[src/rtl/button_reader_if.sv]
// Button pad to LED-control bundle: raw active-low button in, debounced level and events out.
// The reader owns the slave side; whoever drives the pad and consumes events uses master.
interface button_reader_if;
    logic btn_n;
    logic btn_level;
    logic press_pulse;
    logic short_pulse;
    logic long_pulse;
    logic hold_active;

    modport master (
        output btn_n,
        input  btn_level,
        input  press_pulse,
        input  short_pulse,
        input  long_pulse,
        input  hold_active
    );

    modport slave (
        input  btn_n,
        output btn_level,
        output press_pulse,
        output short_pulse,
        output long_pulse,
        output hold_active
    );
endinterface

[src/rtl/button_reader.sv]
// Synchronises and debounces one active-low push-button, emitting press / short-release /
// long-hold pulses plus a clean level, all registered.
module button_reader #(
    parameter int unsigned DEBOUNCE_CYCLES   = 270_000,
    parameter int unsigned LONG_PRESS_CYCLES = 27_000_000,
    parameter int unsigned CNT_W             = 25
) (
    input  logic            sys_clk,
    input  logic            sys_rst_n,
    button_reader_if.slave  btn_io
);

    localparam logic [CNT_W-1:0] DebLast  = CNT_W'(DEBOUNCE_CYCLES - 1);
    localparam logic [CNT_W-1:0] HoldLast = CNT_W'(LONG_PRESS_CYCLES - 1);
    localparam logic [CNT_W-1:0] CntOne   = CNT_W'(1);

    typedef enum logic [2:0] {
        StIdle,
        StPressWait,
        StPressed,
        StLongHeld,
        StReleaseWait
    } state_e;

    state_e           state_q;
    logic             sync1_q, sync2_q;
    logic [CNT_W-1:0] deb_cnt_q;
    logic [CNT_W-1:0] hold_cnt_q;
    logic             long_fired_q;
    logic             btn_level_q;
    logic             press_q, short_q, long_q;
    logic             hold_active_q;
    logic             btn_s;

    assign btn_s = ~sync2_q;

    always_ff @(posedge sys_clk or negedge sys_rst_n) begin
        if (!sys_rst_n) begin
            sync1_q       <= 1'b1;
            sync2_q       <= 1'b1;
            state_q       <= StIdle;
            deb_cnt_q     <= '0;
            hold_cnt_q    <= '0;
            long_fired_q  <= 1'b0;
            btn_level_q   <= 1'b0;
            press_q       <= 1'b0;
            short_q       <= 1'b0;
            long_q        <= 1'b0;
            hold_active_q <= 1'b0;
        end else begin
            sync1_q <= btn_io.btn_n;
            sync2_q <= sync1_q;
            press_q <= 1'b0;
            short_q <= 1'b0;
            long_q  <= 1'b0;
            unique case (state_q)
                StIdle: begin
                    if (btn_s) begin
                        state_q   <= StPressWait;
                        deb_cnt_q <= '0;
                    end
                end
                StPressWait: begin
                    if (!btn_s) begin
                        state_q   <= StIdle;
                        deb_cnt_q <= '0;
                    end else if (deb_cnt_q == DebLast) begin
                        state_q      <= StPressed;
                        press_q      <= 1'b1;
                        btn_level_q  <= 1'b1;
                        hold_cnt_q   <= '0;
                        long_fired_q <= 1'b0;
                    end else begin
                        deb_cnt_q <= deb_cnt_q + CntOne;
                    end
                end
                StPressed: begin
                    if (!btn_s) begin
                        state_q   <= StReleaseWait;
                        deb_cnt_q <= '0;
                    end else if (hold_cnt_q == HoldLast) begin
                        state_q       <= StLongHeld;
                        long_q        <= 1'b1;
                        long_fired_q  <= 1'b1;
                        hold_active_q <= 1'b1;
                    end else begin
                        hold_cnt_q <= hold_cnt_q + CntOne;
                    end
                end
                StLongHeld: begin
                    if (!btn_s) begin
                        state_q   <= StReleaseWait;
                        deb_cnt_q <= '0;
                    end
                end
                StReleaseWait: begin
                    // Bounce back to the held state keeps hold_cnt where it was.
                    if (btn_s) begin
                        state_q <= long_fired_q ? StLongHeld : StPressed;
                    end else if (deb_cnt_q == DebLast) begin
                        state_q       <= StIdle;
                        short_q       <= ~long_fired_q;
                        btn_level_q   <= 1'b0;
                        hold_active_q <= 1'b0;
                    end else begin
                        deb_cnt_q <= deb_cnt_q + CntOne;
                    end
                end
                default: state_q <= StIdle;
            endcase
        end
    end

    assign btn_io.btn_level   = btn_level_q;
    assign btn_io.press_pulse = press_q;
    assign btn_io.short_pulse = short_q;
    assign btn_io.long_pulse  = long_q;
    assign btn_io.hold_active = hold_active_q;

endmodule
[src/flat_wrapper.sv]
// flat-port wrapper written by rule: the top's interface ports become plain ports
module button_reader_flat 
#(
    parameter int unsigned DEBOUNCE_CYCLES   = 270_000,
    parameter int unsigned LONG_PRESS_CYCLES = 27_000_000,
    parameter int unsigned CNT_W             = 25
)
  (sys_clk, sys_rst_n, btn_io_btn_n, btn_io_btn_level, btn_io_press_pulse, btn_io_short_pulse, btn_io_long_pulse, btn_io_hold_active);
  button_reader_if btn_io_i ();
  input  logic sys_clk;
  input  logic sys_rst_n;
  input wire logic [$bits(btn_io_i.btn_n)-1:0] btn_io_btn_n;
  output wire logic [$bits(btn_io_i.btn_level)-1:0] btn_io_btn_level;
  output wire logic [$bits(btn_io_i.press_pulse)-1:0] btn_io_press_pulse;
  output wire logic [$bits(btn_io_i.short_pulse)-1:0] btn_io_short_pulse;
  output wire logic [$bits(btn_io_i.long_pulse)-1:0] btn_io_long_pulse;
  output wire logic [$bits(btn_io_i.hold_active)-1:0] btn_io_hold_active;
  assign btn_io_i.btn_n = btn_io_btn_n;
  assign btn_io_btn_level = btn_io_i.btn_level;
  assign btn_io_press_pulse = btn_io_i.press_pulse;
  assign btn_io_short_pulse = btn_io_i.short_pulse;
  assign btn_io_long_pulse = btn_io_i.long_pulse;
  assign btn_io_hold_active = btn_io_i.hold_active;
  button_reader #(.DEBOUNCE_CYCLES(DEBOUNCE_CYCLES), .LONG_PRESS_CYCLES(LONG_PRESS_CYCLES), .CNT_W(CNT_W)) u_core (.sys_clk(sys_clk), .sys_rst_n(sys_rst_n), .btn_io(btn_io_i));
endmodule
[config.mk]
export PLATFORM = sky130hd
export DESIGN_NAME = button_reader_flat
export DESIGN_NICKNAME = d
export VERILOG_FILES = /design/src/rtl/button_reader_if.sv /design/src/rtl/button_reader.sv /design/src/flat_wrapper.sv
export SDC_FILE = /design/constraint.sdc
export NUM_CORES = 1
export LEC_CHECK = 0
export CORE_MARGIN = 1
export CORE_UTILIZATION = 44
export CTS_BUF_LIST = sky130_fd_sc_hd__clkbuf_16
export DETAILED_ROUTE_END_ITERATION = 10
export GPL_TIMING_DRIVEN = 0
export PLACE_DENSITY = 0.63
export SYNTH_ARGS = -nofsm -noshare
export SYNTH_HDL_FRONTEND = slang
export SYNTH_SLANG_ARGS = --single-unit
[constraint.sdc]
create_clock -name sys_clk -period 5.4 [get_ports sys_clk]
set_input_delay 0.81 -clock sys_clk [delete_from_list [all_inputs] [get_ports sys_clk]]
set_output_delay 0.81 -clock sys_clk [all_outputs]
set_load 0.01 [all_outputs]
* Word-level counts from Yosys, hierarchy flattened
Cells that the tools add are included.
** Cells by class
- Multiplexer cells :: 40
- Equal/unequal tests :: 19
- Bitwise gates (word level) :: 1
- Reductions and logical operators :: 12
- Add/sub/neg operators :: 2
** Operator list (number)
- 2-to-1 mux 25 bit :: 9
- case mux 25 bit (4 select lines) :: 1
- adder 25 x 1 -> 25 bit (second input constant) :: 2
- case mux 25 bit (2 select lines) :: 1
- equality test 25 x 19 -> 1 bit (second input constant) :: 1
- equality test 25 bit (second input constant) :: 1
- AND reduction 5 bit :: 5
- 2-to-1 mux 3 bit :: 8
- 2-to-1 mux 1 bit :: 17
- case mux 3 bit (5 select lines) :: 1
- inequality test 2 x 1 -> 1 bit (second input constant) :: 6
- inequality test 2 bit (second input constant) :: 4
- equality test 3 x 2 -> 1 bit (second input constant) :: 2
- inequality test 3 x 1 -> 1 bit (second input constant) :: 2
- case mux 1 bit (2 select lines) :: 3
- nonzero test 2 bit :: 3
- AND reduction 4 bit :: 1
- nonzero test 4 bit :: 1
- equality test 3 x 1 -> 1 bit (second input constant) :: 1
- equality test 3 bit (second input constant) :: 1
- zero test 3 bit :: 1
- inequality test 3 bit (second input constant) :: 1
- OR reduction 2 bit :: 1
- NOT 1 bit :: 1
** Storage, ports and cells
- Output and inout port bits :: 5
- Register bits after elaboration :: 61
- Bits of input ports :: 3

* Longest topological paths before layout
- Depth after elaboration :: 4
- Depth in mapped cells :: 8
- Mapped depth without buffers :: 6

* Worst setup path after synthesis
No wires, ideal clock.
- Path type :: register -> register
- Start point :: reg u_core.sync2_q
- End point :: reg u_core.hold_cnt_q[24]
- Period minus slack after synthesis :: 2069 ps
- Library setup time :: 78 ps
- Slack :: 3331 ps
- Stages on the path, launching flop included :: 7
- Data required time :: 5322 ps
- Data arrival time :: 1991 ps
- Path through :: dfstp_2 > buf_6 > or4b_4 > nor4_4 > nand2_2 > or3_1 > a21oi_1
** On the way
- Word-level cells in the longest chain between the ends :: 2
- Elaborated cells on any way between the ends :: 3
** Ends and longest elaborated chain
- start, declared :: line button_reader.sv:26 : logic sync1_q, sync2_q;
- start signal, assigned :: line button_reader.sv:52 : sync2_q <= sync1_q;
- inequality test 2 bit (no source line)
- AND reduction 5 bit (no source line) *
- end signal, assigned :: line button_reader.sv:87 : hold_cnt_q <= hold_cnt_q + CntOne;
- end, declared :: line button_reader.sv:28 : logic [CNT_W-1:0] hold_cnt_q;
Every way passes the cells marked *; elsewhere a longest branch is shown, timed or not.
A chain may end at the register's enable or synchronous reset.

* Worst setup path in the final report
- Start point :: reg u_core.sync2_q
- End point :: reg u_core.deb_cnt_q[13]
** On the way
- Word-level cells in the longest chain between the ends :: 2
- Elaborated cells on any way between the ends :: 6
** Ends and longest elaborated chain
- 2-to-1 mux 25 bit (tied with other cells) :: line button_reader.sv:64 : if (!btn_s) begin
- case mux 25 bit (4 select lines) or AND reduction 4 bit (tied branches)
- end signal, assigned :: line button_reader.sv:74 : deb_cnt_q <= deb_cnt_q + CntOne;
- end signal, assigned :: line button_reader.sv:106 : deb_cnt_q <= deb_cnt_q + CntOne;
- end, declared :: line button_reader.sv:27 : logic [CNT_W-1:0] deb_cnt_q;
Parallel ways exist; a longest one is shown, timed or not.

==> results.txt <==
outcome - finished clean
worst slew margin relative to its limit - 29.4%
final setup violation count - 0
first-pass detailed-route iteration total - 4
number of flops mapped to enable cells by yosys - 0
die area - 7920 sq um
post-route minimum period - 2.53 ns
Iter 0 DRT Violations - 128
data required time of the critical path - 5.59 ns
area of all placed cells without fillers - 3820 sq um
synthesized area - 3330 sq um
Detail Route met3 WL - 184 um
overall overflow remaining after global route - 0
number of max-slew violations in the final report - 0
root buffer cell - clkbuf_16
Clk Latency, worst-skew pair - 0.33 ns
# Post-CTS Setup Buffers - 0
Gate Count Post-Synth - 356
total clock buffers created by CTS - 9
setup repair after global routing missed its margin - no
achievable clock frequency - 395 MHz
proportion of netlist area held by the largest area contributor - 44.3%
power density of the placed cells - 279 nW/um^2
total power after layout - 1.07 mW
top_reg_cell synth - dfrtp_1
starting density of the core - 45.7%
antenna viol nets, final - 0
clock-pin slew on the worst setup and hold paths - 0.05 ns
fraction of layout instances using a drive strength above 1 - 7.89%
Flop pwr share - 44.0%
total clock sinks - 61
Min-Delay Path Class - flip-flop to flip-flop
TNS Setup - 0 ns
Switching Share - 22.5%
Fin. Hold Viols - 0
combinational share of power - 4.7%
residual DRC count - 0
count of port buffers added during placement - 7
largest registers - u_core.deb_cnt_q (25), u_core.hold_cnt_q (25), u_core.state_q (3)
number of global-route vias before repair - 2595
cell depth of the worst flop-to-flop path - 7
Warnings, synthesis - 0
arrival time worst endpoint - 2.72 ns
largest cells by area after synthesis - dfrtp_1 44%, xor2_1 5.0%, nor2_1 4.2%, a21oi_1 4.1%, nand4_1 3.6%
post-layout utilization of the core - 52.4%
setup slack of the critical path after layout - 2.87 ns
synthesized flop and latch total - 61
nets in the synthesized netlist - 361
total of max-cap violations - 0
pin count of the biggest net entering global routing - 33
total cell area at the placement stage - 3540 sq um
Final period util - 46.9%
peak supply drop - 173 uV
total internal power - 0.827 mW
worst setup path category - flip-flop to flip-flop
average instance area after synthesis - 9.36 sq um
critical path peak fanout - 10
area leader, netlist - dfrtp_1
vias after detailed routing - 2795
worst-case clock skew - 0.00565 ns
destination of the worst hold path - u_core.sync2_q
min-delay src - u_core.sync1_q
launching element type of the critical path - flip-flop
via-per-instance ratio - 5.84
GPL Wtd Cong - 0.841
fraction of power consumed by the clock network - 51.3%
Final HPWL DP - 5220 um
number of nets in the final layout - 380
drt total wl - 7500 um
R2R Path Start - u_core.sync2_q
I/O Pins - 8
post_cts resized - 0
chip height - 89.0 um
M1 wire length - 3680 um
worst hold-check slack - 0.356 ns
floorplan die width - 89.0 um
routed wirelength normalized by instance count - 15.7 um
share of flip-flops with an asynchronous set or reset - 100%
antenna violations before repair - 0
maximum clock insertion buffer count - 2
non-filler instance count after layout - 479
depth of the worst hold-timing path - 0
CTS Hold Buffers Added - 0
TritonCTS clock tree - yes
Highest Signal Layer - met4
count of different cell masters after synthesis - 46
worst setup slack before clock tree synthesis - 2.91 ns
global-route wire length before repair - 12700 um
kind of end point of the critical path - flip-flop
Net Sw Power - 0.240 mW
aggregate global-route resource usage - 21.1%
Routed met2 length - 3530 um
static power due to leakage - 1.59 nW
number of rows created at floorplan - 31
ANT cells - 0
setup slack on the worst flop-to-flop path - 2.87 ns
sequential area share after synthesis - 45.9%
core box area - 7290 sq um
Cells after DPL - 463
transition time at the pin with the least slew margin - 1.05 ns
synth-to-layout area growth - 14.8%
worst r2r dst - u_core.deb_cnt_q[13]
H-tree levels - 3
[Yosys cell counts, types with 12 or more instances]
cell type / instances
nand2_1: 16
o21ai_0: 20
clkbuf_1: 15
o31ai_1: 12
or3_1: 13
a21oi_1: 27
nor2_1: 37
nand4_1: 19
nand3_1: 16
xor2_1: 19
dfrtp_1: 59
and3_1: 12
[power by group through the flow]
stage | clock network [mW] | logic (mW) | registers (mW)
floorplan | 0 | 0.0287 | 0.476
global placement | 0 | 0.0477 | 0.477
detailed placement | 0 | 0.0506 | 0.477
CTS | 0.560 | 0.0509 | 0.469
global route | 0.576 | 0.0569 | 0.469
finish | 0.548 | 0.0500 | 0.469
[kinds of logic after synthesis]
family / synth area share (%)
simple gates: 29.4
fa+ha+maj: 0.751
flops: 45.9
compound gates: 14.1
mux: 0.901
buf+inv: 2.93
xor+xnor: 6.05
[critical path, stage by stage, from the launching register on]
cell	delay [ns]
dfstp_2	0.52
buf_6	0.12
nor3b_1	0.53
nor2_1	0.24
clkbuf_1	0.28
nor2_1	0.19
clkbuf_1	0.41
nor2_1	0.10
[placed cells by master, fill, tap and decap left out, drive strengths merged, types with 2 or more instances in the layout]
cell type / synthesis / routed
or3: 13 / 13
nor4: 9 / 9
nor4b: 3 / 3
dfstp: 2 / 2
or4: 11 / 11
buf: 4 / 6
o2111ai: 7 / 7
nand3: 16 / 16
clkinv: 0 / 4
nand4: 19 / 19
a21oi: 27 / 27
dfrtp: 59 / 59
clkdlybuf4s50: 0 / 6
and4: 4 / 4
o211ai: 3 / 3
inv: 4 / 5
nor3: 6 / 6
nor2: 37 / 37
and2: 7 / 7
ha: 2 / 2
or4b: 3 / 3
nand3b: 3 / 3
o21ai: 20 / 20
xnor2: 4 / 4
nand2b: 2 / 2
or2: 2 / 2
clkbuf: 15 / 24
mux2i: 3 / 3
o21a: 2 / 2
nand2: 17 / 17
and3: 12 / 12
a21o: 2 / 2
o31ai: 12 / 12
xor2: 19 / 19
[how the worst max path moves through the flow]
stage	slack (ns)	end	start
3_5_place_dp	2.91	u_core.deb_cnt_q[12]	u_core.sync2_q
6_report	2.87	u_core.deb_cnt_q[13]	u_core.sync2_q
2_1_floorplan	3.33	u_core.hold_cnt_q[24]	u_core.sync2_q
3_3_place_gp	1.54	u_core.deb_cnt_q[18]	sys_rst_n
4_1_cts	2.89	u_core.deb_cnt_q[13]	u_core.sync2_q
5_1_grt	2.68	u_core.deb_cnt_q[14]	u_core.sync2_q
[layer usage]
layer	GRT usage (%)	vias to the layer above
met3	4.16	8
met5	0	-
met2	33.4	34
li1	-	1372
met1	28.8	1381
met4	8.08	0
[cell type report]
type,instances,area [sq um]
clock inverter,7,57.6
sequential,61,1530
timing repair buffer,8,85.1
multi-input combinational,272,1710
fill,705,3470
inverter,4,15.0
tap,99,124
clock buffer,9,225
buffer,19,82.6
(Power assumes the default switching activity.)
==> RTL change, RTL diff (config.mk and constraints unchanged) <==
Re-encode `state_e` (5 states) as Gray code, 3 bits wide.
--- a/src/rtl/button_reader.sv
+++ b/src/rtl/button_reader.sv
@@ -15,11 +15,11 @@
     localparam logic [CNT_W-1:0] CntOne   = CNT_W'(1);
 
     typedef enum logic [2:0] {
-        StIdle,
-        StPressWait,
-        StPressed,
-        StLongHeld,
-        StReleaseWait
+        StIdle        = 3'b000,
+        StPressWait   = 3'b001,
+        StPressed     = 3'b011,
+        StLongHeld    = 3'b010,
+        StReleaseWait = 3'b110
     } state_e;
 
     state_e           state_q;
Formal check against the unedited RTL: no difference found for any inputs over 10 cycles, from zero or initial values and one cycle with sys_rst_n low; not proved beyond that.
==> RTL change against the unedited design <==
  * Area after synthesis up 0.60%
  * Worst setup slack better by 110 ps
  * Final area about the same
  * Sequential share of layout area about the same
  * Routed wire length up 2.4%
  * Clock skew up 2.0 ps
  * Clock power about the same
  * Total power down 1.2%
  * Sequential cell count unchanged
  * Core utilization up 0.052 points
  * Critical endpoint is now u_core.hold_cnt_q[6]
  * Highest routed layer unchanged
==> RTL change: results (changes against the unedited design) <==
DR iter-0 viols=169 (+32%); layout cell share with drive strength beyond 1=8.399% (+0.50 points); Slew @ Worst Pin=760.3 ps (-289.3 ps); WHS Endpoint=u_core.sync2_q; R2R Path End=u_core.hold_cnt_q[6]; pin count of the biggest net entering global routing=62 (+88%); post-synthesis sequential area ratio=45.61% (-0.27 points); WL/cell=16.00 um (+2.2%); drc violations=0 (unchanged); top post-synthesis cells by count=59 x dfrtp_1, 26 x nor2_1, 25 x a21oi_1; CTS Root Cell=clkbuf_16; R2R depth=6 (-1); Non-Filler Instances=480 (+0.21%); Synth Warn #=0 (unchanged); Syn Nets=363 (+0.55%); Slowest-stage cell, CP=dfrtp_1; vias in the first global route=2615 (+0.77%); async set or reset register ratio after synthesis=100.0% (unchanged); global-route wire length before repair=13.11 mm (+3.2%); DP HPWL=5.255 mm (+0.59%); most numerous cell in the Yosys netlist=dfrtp_1; leakage=1.573 nW (-0.83%); reg2reg setup slack=2980 ps (+110 ps); Setup crit start=u_core.deb_cnt_q[13]; crit path DAT=2600 ps (-120 ps); Placed Cells incl. Taps=464 (+0.22%); Final GP Congestion=0.7917 (-5.9%); vias=2876 (+2.9%); Setup Skew=7.703 ps (+2.049 ps); Worst path max stage delay=460 ps (-70 ps); clock network fraction of total power=52.0% (+0.7 points); filler cell count=706 (+0.14%); sw power=229.4 uW (-4.5%); worst reg2reg path startpoint=u_core.deb_cnt_q[13]; Total GRT Usage=21.92% (+0.82 points); comb pwr=36.4 uW (-27%); worst vdd ir=0.0002540 V (+47%); Crit path max-delay family=simple AND/OR/NAND/NOR gates; Mean Syn Cell Area=9.363 sq um (about the same); Hold Startpoint=u_core.sync1_q; status=finished clean; Synth area leaders=dfrtp_1 44%, a21oi_1 3.7%, o21ai_0 3.4%; Nets=381 (+0.26%); cts repair resizes=0 (unchanged); Num CTS Buffers=9 (unchanged); synth unique cells=53 (+15%)
RTL change: changes by cell type in the layout (fill, tap and decap cells not counted), sizes merged, moves of 5 or more:
cell	before	now
nand2	17	22
nand3	16	21
xor2	19	10
xnor2	4	12
nor2	37	26
o2111ai	7	2
o211ai	3	8
or3	13	18
o31ai	12	4
RTL change: per-layer routing:
metal  vias up  GRT usage [%]  wire length, um
met3        10          4.894              369
met5         -              0                0
met4         0          7.215              112
met2        61          31.44             3293
met1      1422          32.70             3902
li1       1383              -                -
RTL change: area by class of cell:
type	instances	area (sq um)	share of cell area, %
buffer	17	77.57	2.027
sequential	61	1529	39.95
multi-input combinational	275	1727	45.11
inverter	5	18.77	0.4904
tap	99	123.9	3.236
clock buffer	9	225.2	5.884
timing repair buffer	7	67.56	1.765
clock inverter	7	58.81	1.536
RTL change: cells by family (layout without fill, tap and decap cells):
family                   after synthesis  in the layout  synth area share, %
XOR/XNOR                              22             22                5.748
flip-flops                            61             61                45.61
AO/OA/AOI/OAI                         78             78                14.60
multiplexers                           2              2               0.5973
adder cells (fa/ha/maj)                2              2               0.7464
AND/OR/NAND/NOR                      171            171                29.82
buffers and inverters                 22             45                2.874
RTL change: stage by stage:
stage / power, mW / cell area [sq um] / setup WS [ps] / hold WS [ps]
finish: 1.054 / 3827 / 2977 / 355.0
global route: 1.092 / 3827 / 2708 / 361.7
CTS: 1.068 / 3827 / 2987 / 356.2
detailed placement: 0.5143 / 3543 / 3003 / 349.1
global placement: 0.5138 / 3546 / 1468 / 347.8
floorplan: 0.4964 / 3352 / 3399 / 345.2
RTL change: worst reg2reg max path: cells and delay by family (launching register included):
kind            cells  cell delay, ps
buf+inv             2             700
simple gates        3            1030
flops               1             460
compound gates      1              90
